## src/rtl/alu_sequencer_pkg.sv

```systemverilog
// ---------------------------------------------------------------------------
// alu_sequencer_pkg
//   Shared definitions for the ALU front-end sequencer: the FSM state
//   encoding, which raw push-button does what, and which bit of the ALU
//   load strobe belongs to which ALU register.
//
//   Contents:
//     state_t      - FSM states (WAIT_A, WAIT_B, WAIT_OP, SHOW)
//     BTN_*        - push-button index constants
//     VLD_*        - bit positions inside the 3-bit load strobe
//     LOAD_*       - ready-made one-hot strobe values
//     step_onehot  - maps a state to its one-hot LED pattern
// ---------------------------------------------------------------------------
package alu_sequencer_pkg;

  // Width of the one-hot load strobe and of the LED step indicator.
  localparam int NB_VALID = 3;
  localparam int NB_STEP  = 4;

  // FSM states, in the order the operator walks through them.
  typedef enum logic [1:0] {
    ST_WAIT_A  = 2'd0,
    ST_WAIT_B  = 2'd1,
    ST_WAIT_OP = 2'd2,
    ST_SHOW    = 2'd3
  } state_t;

  // Push-button roles; any other index is debounced but ignored.
  localparam int BTN_NEXT  = 0;
  localparam int BTN_ABORT = 1;

  // Bit positions inside the ALU load strobe.
  localparam int VLD_A  = 0;
  localparam int VLD_B  = 1;
  localparam int VLD_OP = 2;

  localparam logic [NB_VALID-1:0] LOAD_NONE = '0;
  localparam logic [NB_VALID-1:0] LOAD_A    = NB_VALID'(1 << VLD_A);
  localparam logic [NB_VALID-1:0] LOAD_B    = NB_VALID'(1 << VLD_B);
  localparam logic [NB_VALID-1:0] LOAD_OP   = NB_VALID'(1 << VLD_OP);

  // LED pattern for a state: bit n lit while the FSM sits in state n.
  function automatic logic [NB_STEP-1:0] step_onehot(input state_t st);
    step_onehot = NB_STEP'(1) << st;
  endfunction

endpackage

```

## src/rtl/alu_sequencer_btn_debounce.sv

```systemverilog
// ---------------------------------------------------------------------------
// alu_sequencer_btn_debounce
//   Conditions one raw, asynchronous, active-high push-button:
//   two-flop synchroniser, counter-based debouncer, rising-edge detector.
//
//   The debounced level only follows the synchronised input after the two
//   have disagreed for DEBOUNCE_CYCLES consecutive clocks. Any cycle where
//   they agree again restarts the count, so contact bounce never gets
//   through. The edge pulse is registered together with the level change,
//   which makes the raw-stable-to-pulse latency 2 + DEBOUNCE_CYCLES cycles
//   and the first cycle the pulse can be used one cycle after that.
//
//   Parameters:
//     DEBOUNCE_CYCLES - stable cycles needed before the level changes
//     NB_DEBOUNCE     - counter width, 2**NB_DEBOUNCE > DEBOUNCE_CYCLES
//
//   Ports:
//     i_clock  in   system clock
//     i_reset  in   asynchronous active-low reset
//     i_btn    in   raw button
//     o_level  out  debounced button level
//     o_pulse  out  one-cycle pulse on a debounced 0->1 transition
// ---------------------------------------------------------------------------
module alu_sequencer_btn_debounce #(
  parameter int DEBOUNCE_CYCLES = 1000000,
  parameter int NB_DEBOUNCE     = 20
) (
  input  logic i_clock,
  input  logic i_reset,
  input  logic i_btn,
  output logic o_level,
  output logic o_pulse
);

  localparam logic [NB_DEBOUNCE-1:0] COUNT_LAST = NB_DEBOUNCE'(DEBOUNCE_CYCLES - 1);
  localparam logic [NB_DEBOUNCE-1:0] COUNT_ONE  = NB_DEBOUNCE'(1);

  logic                   sync_meta;
  logic                   sync_q;
  logic [NB_DEBOUNCE-1:0] count;

  // Two-flop synchroniser; the first stage may go metastable, only the
  // second stage is looked at by the debouncer.
  always_ff @(posedge i_clock or negedge i_reset) begin
    if (!i_reset) begin
      sync_meta <= 1'b0;
      sync_q    <= 1'b0;
    end else begin
      sync_meta <= i_btn;
      sync_q    <= sync_meta;
    end
  end

  // Debounce counter and level. The counter clears instead of wrapping:
  // either the input went back to the current level, or it stayed away
  // long enough and the level was updated.
  always_ff @(posedge i_clock or negedge i_reset) begin
    if (!i_reset) begin
      count   <= '0;
      o_level <= 1'b0;
      o_pulse <= 1'b0;
    end else begin
      o_pulse <= 1'b0;
      if (sync_q == o_level) begin
        count <= '0;
      end else if (count == COUNT_LAST) begin
        o_level <= sync_q;
        o_pulse <= sync_q;
        count   <= '0;
      end else begin
        count <= count + COUNT_ONE;
      end
    end
  end

endmodule

```

## src/rtl/alu_sequencer.sv

```systemverilog
// ---------------------------------------------------------------------------
// alu_sequencer
//   Front-end controller between the board pins and the ALU. Buttons are
//   synchronised and debounced, then a four-step FSM walks the operator
//   through loading operand A, operand B and the opcode, and finally shows
//   the result. Each load drives the switch value onto o_data and fires a
//   single-cycle one-hot strobe on o_valid for the matching ALU register.
//
//   Parameters:
//     NB_DATA         - switch / ALU data width
//     NB_BTN          - number of raw push-buttons
//     DEBOUNCE_CYCLES - stable cycles needed before a button level changes
//     NB_DEBOUNCE     - debounce counter width
//
//   Ports:
//     i_clock  in   system clock (100 MHz board clock)
//     i_reset  in   asynchronous active-low reset
//     i_btn    in   raw buttons, [0]=next, [1]=abort, others unused
//     i_sw     in   raw switches, static while a button is pressed
//     o_data   out  registered switch value for the ALU data input
//     o_valid  out  one-hot load strobe: [0]=A, [1]=B, [2]=opcode
//     o_step   out  one-hot FSM state for the LEDs
// ---------------------------------------------------------------------------
module alu_sequencer
  import alu_sequencer_pkg::*;
#(
  parameter int NB_DATA         = 4,
  parameter int NB_BTN          = 4,
  parameter int DEBOUNCE_CYCLES = 1000000,
  parameter int NB_DEBOUNCE     = 20
) (
  input  logic                i_clock,
  input  logic                i_reset,
  input  logic [NB_BTN-1:0]   i_btn,
  input  logic [NB_DATA-1:0]  i_sw,
  output logic [NB_DATA-1:0]  o_data,
  output logic [NB_VALID-1:0] o_valid,
  output logic [NB_STEP-1:0]  o_step
);

  logic [NB_BTN-1:0] btn_level;
  logic [NB_BTN-1:0] btn_pulse;
  logic              next_pulse;
  logic              abort_pulse;
  logic              unused_btn_bits;
  state_t            state;

  // Every button gets the same conditioning, including the spare ones, so
  // that adding a function to a spare button later only touches the FSM.
  for (genvar g = 0; g < NB_BTN; g++) begin : g_btn
    alu_sequencer_btn_debounce #(
      .DEBOUNCE_CYCLES (DEBOUNCE_CYCLES),
      .NB_DEBOUNCE     (NB_DEBOUNCE)
    ) u_debounce (
      .i_clock (i_clock),
      .i_reset (i_reset),
      .i_btn   (i_btn[g]),
      .o_level (btn_level[g]),
      .o_pulse (btn_pulse[g])
    );
  end

  assign next_pulse      = btn_pulse[BTN_NEXT];
  assign abort_pulse     = btn_pulse[BTN_ABORT];
  assign unused_btn_bits = ^{btn_level, btn_pulse};

  // Load sequencer. Abort is tested first so it wins over a simultaneous
  // next. The strobe defaults to zero every cycle, which keeps it to a
  // single cycle per load; o_data is only written on a load so it stays
  // put through SHOW, aborts and the wrap back to WAIT_A.
  always_ff @(posedge i_clock or negedge i_reset) begin
    if (!i_reset) begin
      state   <= ST_WAIT_A;
      o_data  <= '0;
      o_valid <= LOAD_NONE;
      o_step  <= step_onehot(ST_WAIT_A);
    end else begin
      o_valid <= LOAD_NONE;
      if (abort_pulse) begin
        state  <= ST_WAIT_A;
        o_step <= step_onehot(ST_WAIT_A);
      end else if (next_pulse) begin
        case (state)
          ST_WAIT_A: begin
            o_data  <= i_sw;
            o_valid <= LOAD_A;
            state   <= ST_WAIT_B;
            o_step  <= step_onehot(ST_WAIT_B);
          end
          ST_WAIT_B: begin
            o_data  <= i_sw;
            o_valid <= LOAD_B;
            state   <= ST_WAIT_OP;
            o_step  <= step_onehot(ST_WAIT_OP);
          end
          ST_WAIT_OP: begin
            o_data  <= i_sw;
            o_valid <= LOAD_OP;
            state   <= ST_SHOW;
            o_step  <= step_onehot(ST_SHOW);
          end
          default: begin
            state  <= ST_WAIT_A;
            o_step <= step_onehot(ST_WAIT_A);
          end
        endcase
      end
    end
  end

endmodule

```

## config.mk

```make
export PLATFORM = sky130hd
export DESIGN_NAME = alu_sequencer
export DESIGN_NICKNAME = d
export VERILOG_FILES = /design/src/rtl/alu_sequencer_pkg.sv /design/src/rtl/alu_sequencer_btn_debounce.sv /design/src/rtl/alu_sequencer.sv
export SDC_FILE = /design/constraint.sdc
export NUM_CORES = 1
export LEC_CHECK = 0
export BUFFER_PORTS_ARGS = -buffer_cell sky130_fd_sc_hd__buf_2
export CAP_MARGIN = 20
export CORE_ASPECT_RATIO = 1.25
export CORE_MARGIN = 2
export CORE_UTILIZATION = 52
export CTS_CLUSTER_DIAMETER = 50
export CTS_CLUSTER_SIZE = 28
export DETAILED_ROUTE_END_ITERATION = 10
export MAX_ROUTING_LAYER = met4
export PLACE_DENSITY = 0.7
export SLEW_MARGIN = 20
export SYNTH_ARGS = -nofsm -noshare
export SYNTH_HDL_FRONTEND = slang
export SYNTH_SLANG_ARGS = --single-unit
```

## constraint.sdc

```tcl
create_clock -name i_clock -period 2.9 [get_ports i_clock]
set_input_delay 0.145 -clock i_clock [delete_from_list [all_inputs] [get_ports i_clock]]
set_output_delay 0.145 -clock i_clock [all_outputs]
set_load 0.02 [all_outputs]
```

# Yosys cells after proc, flatten, opt, wreduce, memory -nomap -nowiden
# Index checks and enable logic that the tools add are counted.
dict set report word_totals {
  regBits 61
  in_bits 10
  out_inout_bits 11
  word_cells 48
}
dict set report classes {
  n_addsub 2
  n_eq_ne 6
  n_mux 17
  bitwise 3
  reduce_logical 6
}
# op n
set ops {}
lappend ops {{$mux W20} 4}
lappend ops {{$add A20 B1 Y20 const B} 2}
lappend ops {{$eq A20 B20 Y1 const B} 2}
lappend ops {{$pmux W4 S3} 1}
lappend ops {{$pmux W3 S3} 1}
lappend ops {{$mux W4} 2}
lappend ops {{$mux W3} 2}
lappend ops {{$pmux W2 S3} 1}
lappend ops {{$mux W1} 4}
lappend ops {{$mux W2} 2}
lappend ops {{$reduce_and A2 Y1} 2}
lappend ops {{$not A1 Y1} 3}
lappend ops {{$reduce_and A3 Y1} 1}
lappend ops {{$reduce_or A3 Y1} 1}
lappend ops {{$eq A1 B1 Y1} 2}
lappend ops {{$eq A2 B1 Y1 const B} 1}
lappend ops {{$eq A2 B2 Y1 const B} 1}
lappend ops {{$logic_not A2 Y1} 1}
lappend ops {{$reduce_bool A2 Y1} 1}

# Longest topological paths before layout
dict set report depth {
  ltp_word 4
  depth_mapped 6
  depth_no_buf 5
}

# Hierarchy
# Synthesis repeated with hierarchy kept, for this count alone.
dict set report unflattened {
  hier_cells 276
  hier_area_um2 2860.2
}
# module n_inst cells_each area_each_um2
set by_module_without_submodules {}
lappend by_module_without_submodules {alu_sequencer_btn_debounce 2 116 1136.1}
lappend by_module_without_submodules {alu_sequencer 1 44 588.1}

# Least setup slack after synthesis
# Ideal clock, no wire load.
dict set report synth_path {
  kind {register -> register}
  start {register g_btn[0].u_debounce.count[0]}
  end {register g_btn[0].u_debounce.count[18]}
  setup_ns 0.119
  arrival_time_ns 1.666
  required_time_ns 2.781
  path_slack_ns 1.115
  path_stages_with_launch 7
  period_less_slack_ns 1.785
  cell_sequence {dfrtp_1 > ha_1 > nand2_1 > or2_1 > o31ai_1 > clkbuf_1 > o21ba_2}
}
dict set report synth_between {
  elab_chain_len 3
  elab_cells_between_ends 4
  cone_classes {add/sub: 1; eq/ne: 1; mux: 2}
}
# item line_no
set synth_lines {}
lappend synth_lines {{from (decl)} alu_sequencer_btn_debounce.sv:40} ;# logic [NB_DEBOUNCE-1:0] count;
lappend synth_lines {{from (signal assigned)} alu_sequencer_btn_debounce.sv:71} ;# count <= count + COUNT_ONE;
lappend synth_lines {{$add A20 B1 Y20 / $eq A20 B20 Y1 (equally long branches)} {alu_sequencer_btn_debounce.sv:71, alu_sequencer_btn_debounce.sv:66}}
lappend synth_lines {{$mux W20 (*)} alu_sequencer_btn_debounce.sv:66} ;# end else if (count == COUNT_LAST) begin
lappend synth_lines {{$mux W20 (*)} alu_sequencer_btn_debounce.sv:64} ;# if (sync_q == o_level) begin
# Mark *: on every way between the ends. The rest lies on a longest branch, timed or not.
# A chain may end at the register's enable or synchronous reset.

# Worst setup path after layout
dict set report layout_path {
  start {register g_btn[1].u_debounce.count[13]}
  end {register g_btn[1].u_debounce.count[10]}
}
dict set report layout_between {
  elab_chain_len 3
}
# item line_no
set layout_lines {}
lappend layout_lines {{from (decl)} alu_sequencer_btn_debounce.sv:40}
lappend layout_lines {{from (signal assigned)} alu_sequencer_btn_debounce.sv:71}
lappend layout_lines {{$eq A20 B20 Y1} alu_sequencer_btn_debounce.sv:66}
lappend layout_lines {{$mux W20} alu_sequencer_btn_debounce.sv:66}
lappend layout_lines {{$mux W20} alu_sequencer_btn_debounce.sv:64}
# Every way passes these cells.

==> results.cfg <==
[run_status]
status = completed

[synth]
yosysUniqueCellTypes = 40
ys_seq_elements = 61
synth.yosys.seq_area_share_pct = 53.0
synth_top_cells_by_area = dfrtp_1 (52%), xnor2_1 (5.2%), nor2_1 (5.0%)
post_synth_instance_area_um2 = 2880
avgSynthCellArea_um2 = 10.4
synth_cells = 276
synth_enable_flop_cells = 0
synthDominantCellAreaShare_pct = 52.1
synth_fp_nets = 293
count_of_yosys_warnings_during_synthesis = 0
synth_async_sr_flop_share_pct = 100
postSynth.topFlopCell = dfrtp_1
synth_largest_area_cell = dfrtp_1

[clock_tree]
clock_path_buffers = 2
cts_setup_buffers = 0
tritoncts = yes
clock_tree.htree_level_count = 3
clock_sinks = 61
cts.root.buffer_cell = clkbuf_8
cts.reportedPaths.clkPinSlew_ps = 80
post_cts_resize_count = 0
clkLatencyLatePin_ps = 350
tritoncts.num_buffers = 9
cts_hold_buf = 3

[routing]
drt_pre_antenna_iters = 4
drt-total-wl_um = 5150
detail-route-antenna-nets = 0
detailroute.via_count = 2064
met2RoutedLength_um = 2550
highest_layer = met4
detailroute.wirelength.met3_um = 173
route.detailed.vias_per_inst = 5.55
route.detailed.drc = 0
met1Wirelength_um = 2350
drt-initial-drc-count = 94
average_wire_length_per_cell_after_detail_routing_um = 13.8

[finish]
top_library_cells_by_usage_in_the_layout_fill_and_taps_aside = dfrtp_1 (60), nor2_1 (38), buf_2 (18)
synthToLayoutAreaGrowth_pct = 12.8
num-nets-final = 320
antenna_diode_count = 0
final_common_cell = dfrtp_1
ratio_of_cells_with_drive_above_1_in_the_final_layout_pct = 16.6

[floorplanning]
dieArea_um2 = 6160
io-pin-count = 21
std_cell_rows = 30
width_of_the_die_um = 70.6
initial_core_util_pct = 53.3
chipHeight_um = 87.2
core_um2 = 5410

[setup_path]
r2r_start = g_btn[1].u_debounce.count[13]
worst_path_dominant_cell_family = simple AND/OR/NAND/NOR gates
max_stage_delay_ps = 660
critical_path_peak_fanout = 19
critical_path.startpoint_type = flop
crit_required_ps = 3100
reg2reg_slack_ps = 910
crit_path_end_kind = flop
rr_worst_depth = 4
chain_of_cells_forming_the_critical_path = nor4b_1 > nand4_1 > o31ai_4 > nor2_1
critical_path_arrival_ps = 2190
critical_path_buf_inv_count = 0
critPathKind = reg -> reg
critical_path.reg2reg.endpoint = g_btn[1].u_debounce.count[10]
worst_path_max_delay_cell = o31ai_4

[timing]
clock.fmax_ghz = 0.503
setup-tns-final_ps = 0
worst_hold_slack_ps = 31.3
rsz_0062_raised_after_global_routing = false
setup_viol = 0
final.period_utilization_pct = 68.5
timing.max_slew.rel_slack_pct = 47.8
timing.clock.skew_ps = 10.4
timing.final.hold_violations = 0
final_max_slew_viol_count = 0
fin_crit_ps = 1990
timing_worst_slew_pin_value_ps = 784

[power_and_ir_drop]
power_density_nw_per_um2 = 487
vdd_ir_drop_max_mv = 0.353
p_leak_nw = 1.42
total_power_mw = 1.58

[place]
rd_place_congestion = 0.843
hpwlAfterDp_um = 3500
io_buffer_count = 18

[grt]
groute.usage.overall_pct = 19.8
grt_pass1_vias = 2050
first_pass_grt_wire_length_um = 9140
grt-ovfl-total = 0
pin_count_of_the_biggest_net_entering_global_routing = 38
antenna_found_initial = 0

[hold_path]
worstHoldPathType = in -> reg
min_delay_worst_endpoint = o_data[2]
holdPathStages = 2
min_delay_src = i_sw[2]

[flow_run]
max_cap_violation_count = 0
layout make-up:
class	count	area, µm²
fillers	461	2150
flip-flops and latches	61	1530
multi-input cells	199	1300
repair buffers	24	143
clock buffers	9	124
well taps	64	80.1
clock inverters	7	50.0
inverters	8	30.0
flip-flops by register name, summed over array words and instances, names as in the netlist:
register and flops:
g_btn.u_debounce.sync_meta 2, state 2, g_btn.u_debounce.o_pulse 2, g_btn.u_debounce.o_level 2, o_step 4, g_btn.u_debounce.sync_q 2
o_data 4, o_valid 3, g_btn.u_debounce.count 40
worst register-to-register path, cell delays in order, from the launching register on:
cell     delay, ps
dfrtp_1        430
nor4b_1        410
nand4_1        210
o31ai_4        660
nor2_1         130
cells by family after synthesis:
logic type	Yosys count	share of synthesized area (%)
AOI/OAI and AO/OA	26	5.91
DFF	61	53.0
and+or+nand+nor	129	23.9
buffers and inverters	16	2.17
adders and majority gates	7	3.04
xor gates and xnor gates	27	8.21
muxes	10	3.73
per-layer routing:
layer | GRT usage, % | vias up
met4 | 10.6 | 0
li1 | - | 1018
met2 | 31.8 | 39
met1 | 23.2 | 999
met3 | 4.63 | 8
met5 | - | -
metrics by stage:
stage / instances / worst slack, ps / area (µm²) / utilization (%)
finish: 372 / 913 / 3250 / 60.1
global route: 372 / 638 / 3250 / 60.1
CTS: 372 / 868 / 3250 / 60.1
detailed placement: 353 / 873 / 3050 / 56.4
global placement: 353 / 893 / 3050 / 56.4
floorplan: 276 / 1120 / 2880 / -
synthesized netlist by cell type, types with 2 or more instances:
master / number
nand4b_1: 2
nor4_1: 9
buf_2: 2
nand2_1: 13
nor2b_1: 4
a21oi_1: 10
nand4_1: 11
o31ai_1: 4
or2_1: 2
dfrtp_1: 60
nand3b_1: 3
or3_1: 5
o21ai_0: 7
xnor2_1: 17
mux2i_1: 4
nor2_1: 38
and3_1: 5
mux2_2: 6
xor2_1: 10
and2_1: 6
or4_1: 4
nor3_1: 7
inv_1: 8
nand3_1: 12
ha_1: 7
clkbuf_1: 6
report_power, final:
| group | internal (mW) | leakage (nW) | switching, mW | total (mW) |
|---|---|---|---|---|
| logic | 0.0175 | 0.492 | 0.0329 | 0.0504 |
| registers | 0.860 | 0.835 | 0.00814 | 0.868 |
| clock network | 0.312 | 0.0933 | 0.354 | 0.666 |
how the worst max path moves through the flow:
stage	start	endpoint	slack, ps	cells after the start
4_1_cts	g_btn[1].u_debounce.count[11]	g_btn[1].u_debounce.count[10]	870	4
5_1_grt	g_btn[1].u_debounce.count[13]	g_btn[1].u_debounce.count[10]	640	4
6_report	g_btn[1].u_debounce.count[13]	g_btn[1].u_debounce.count[10]	910	4
3_3_place_gp	g_btn[1].u_debounce.count[11]	g_btn[1].u_debounce.count[3]	890	4
2_1_floorplan	g_btn[0].u_debounce.count[0]	g_btn[0].u_debounce.count[18]	1120	6
3_5_place_dp	g_btn[1].u_debounce.count[11]	g_btn[1].u_debounce.count[10]	870	4
(Power assumes the default switching activity.)
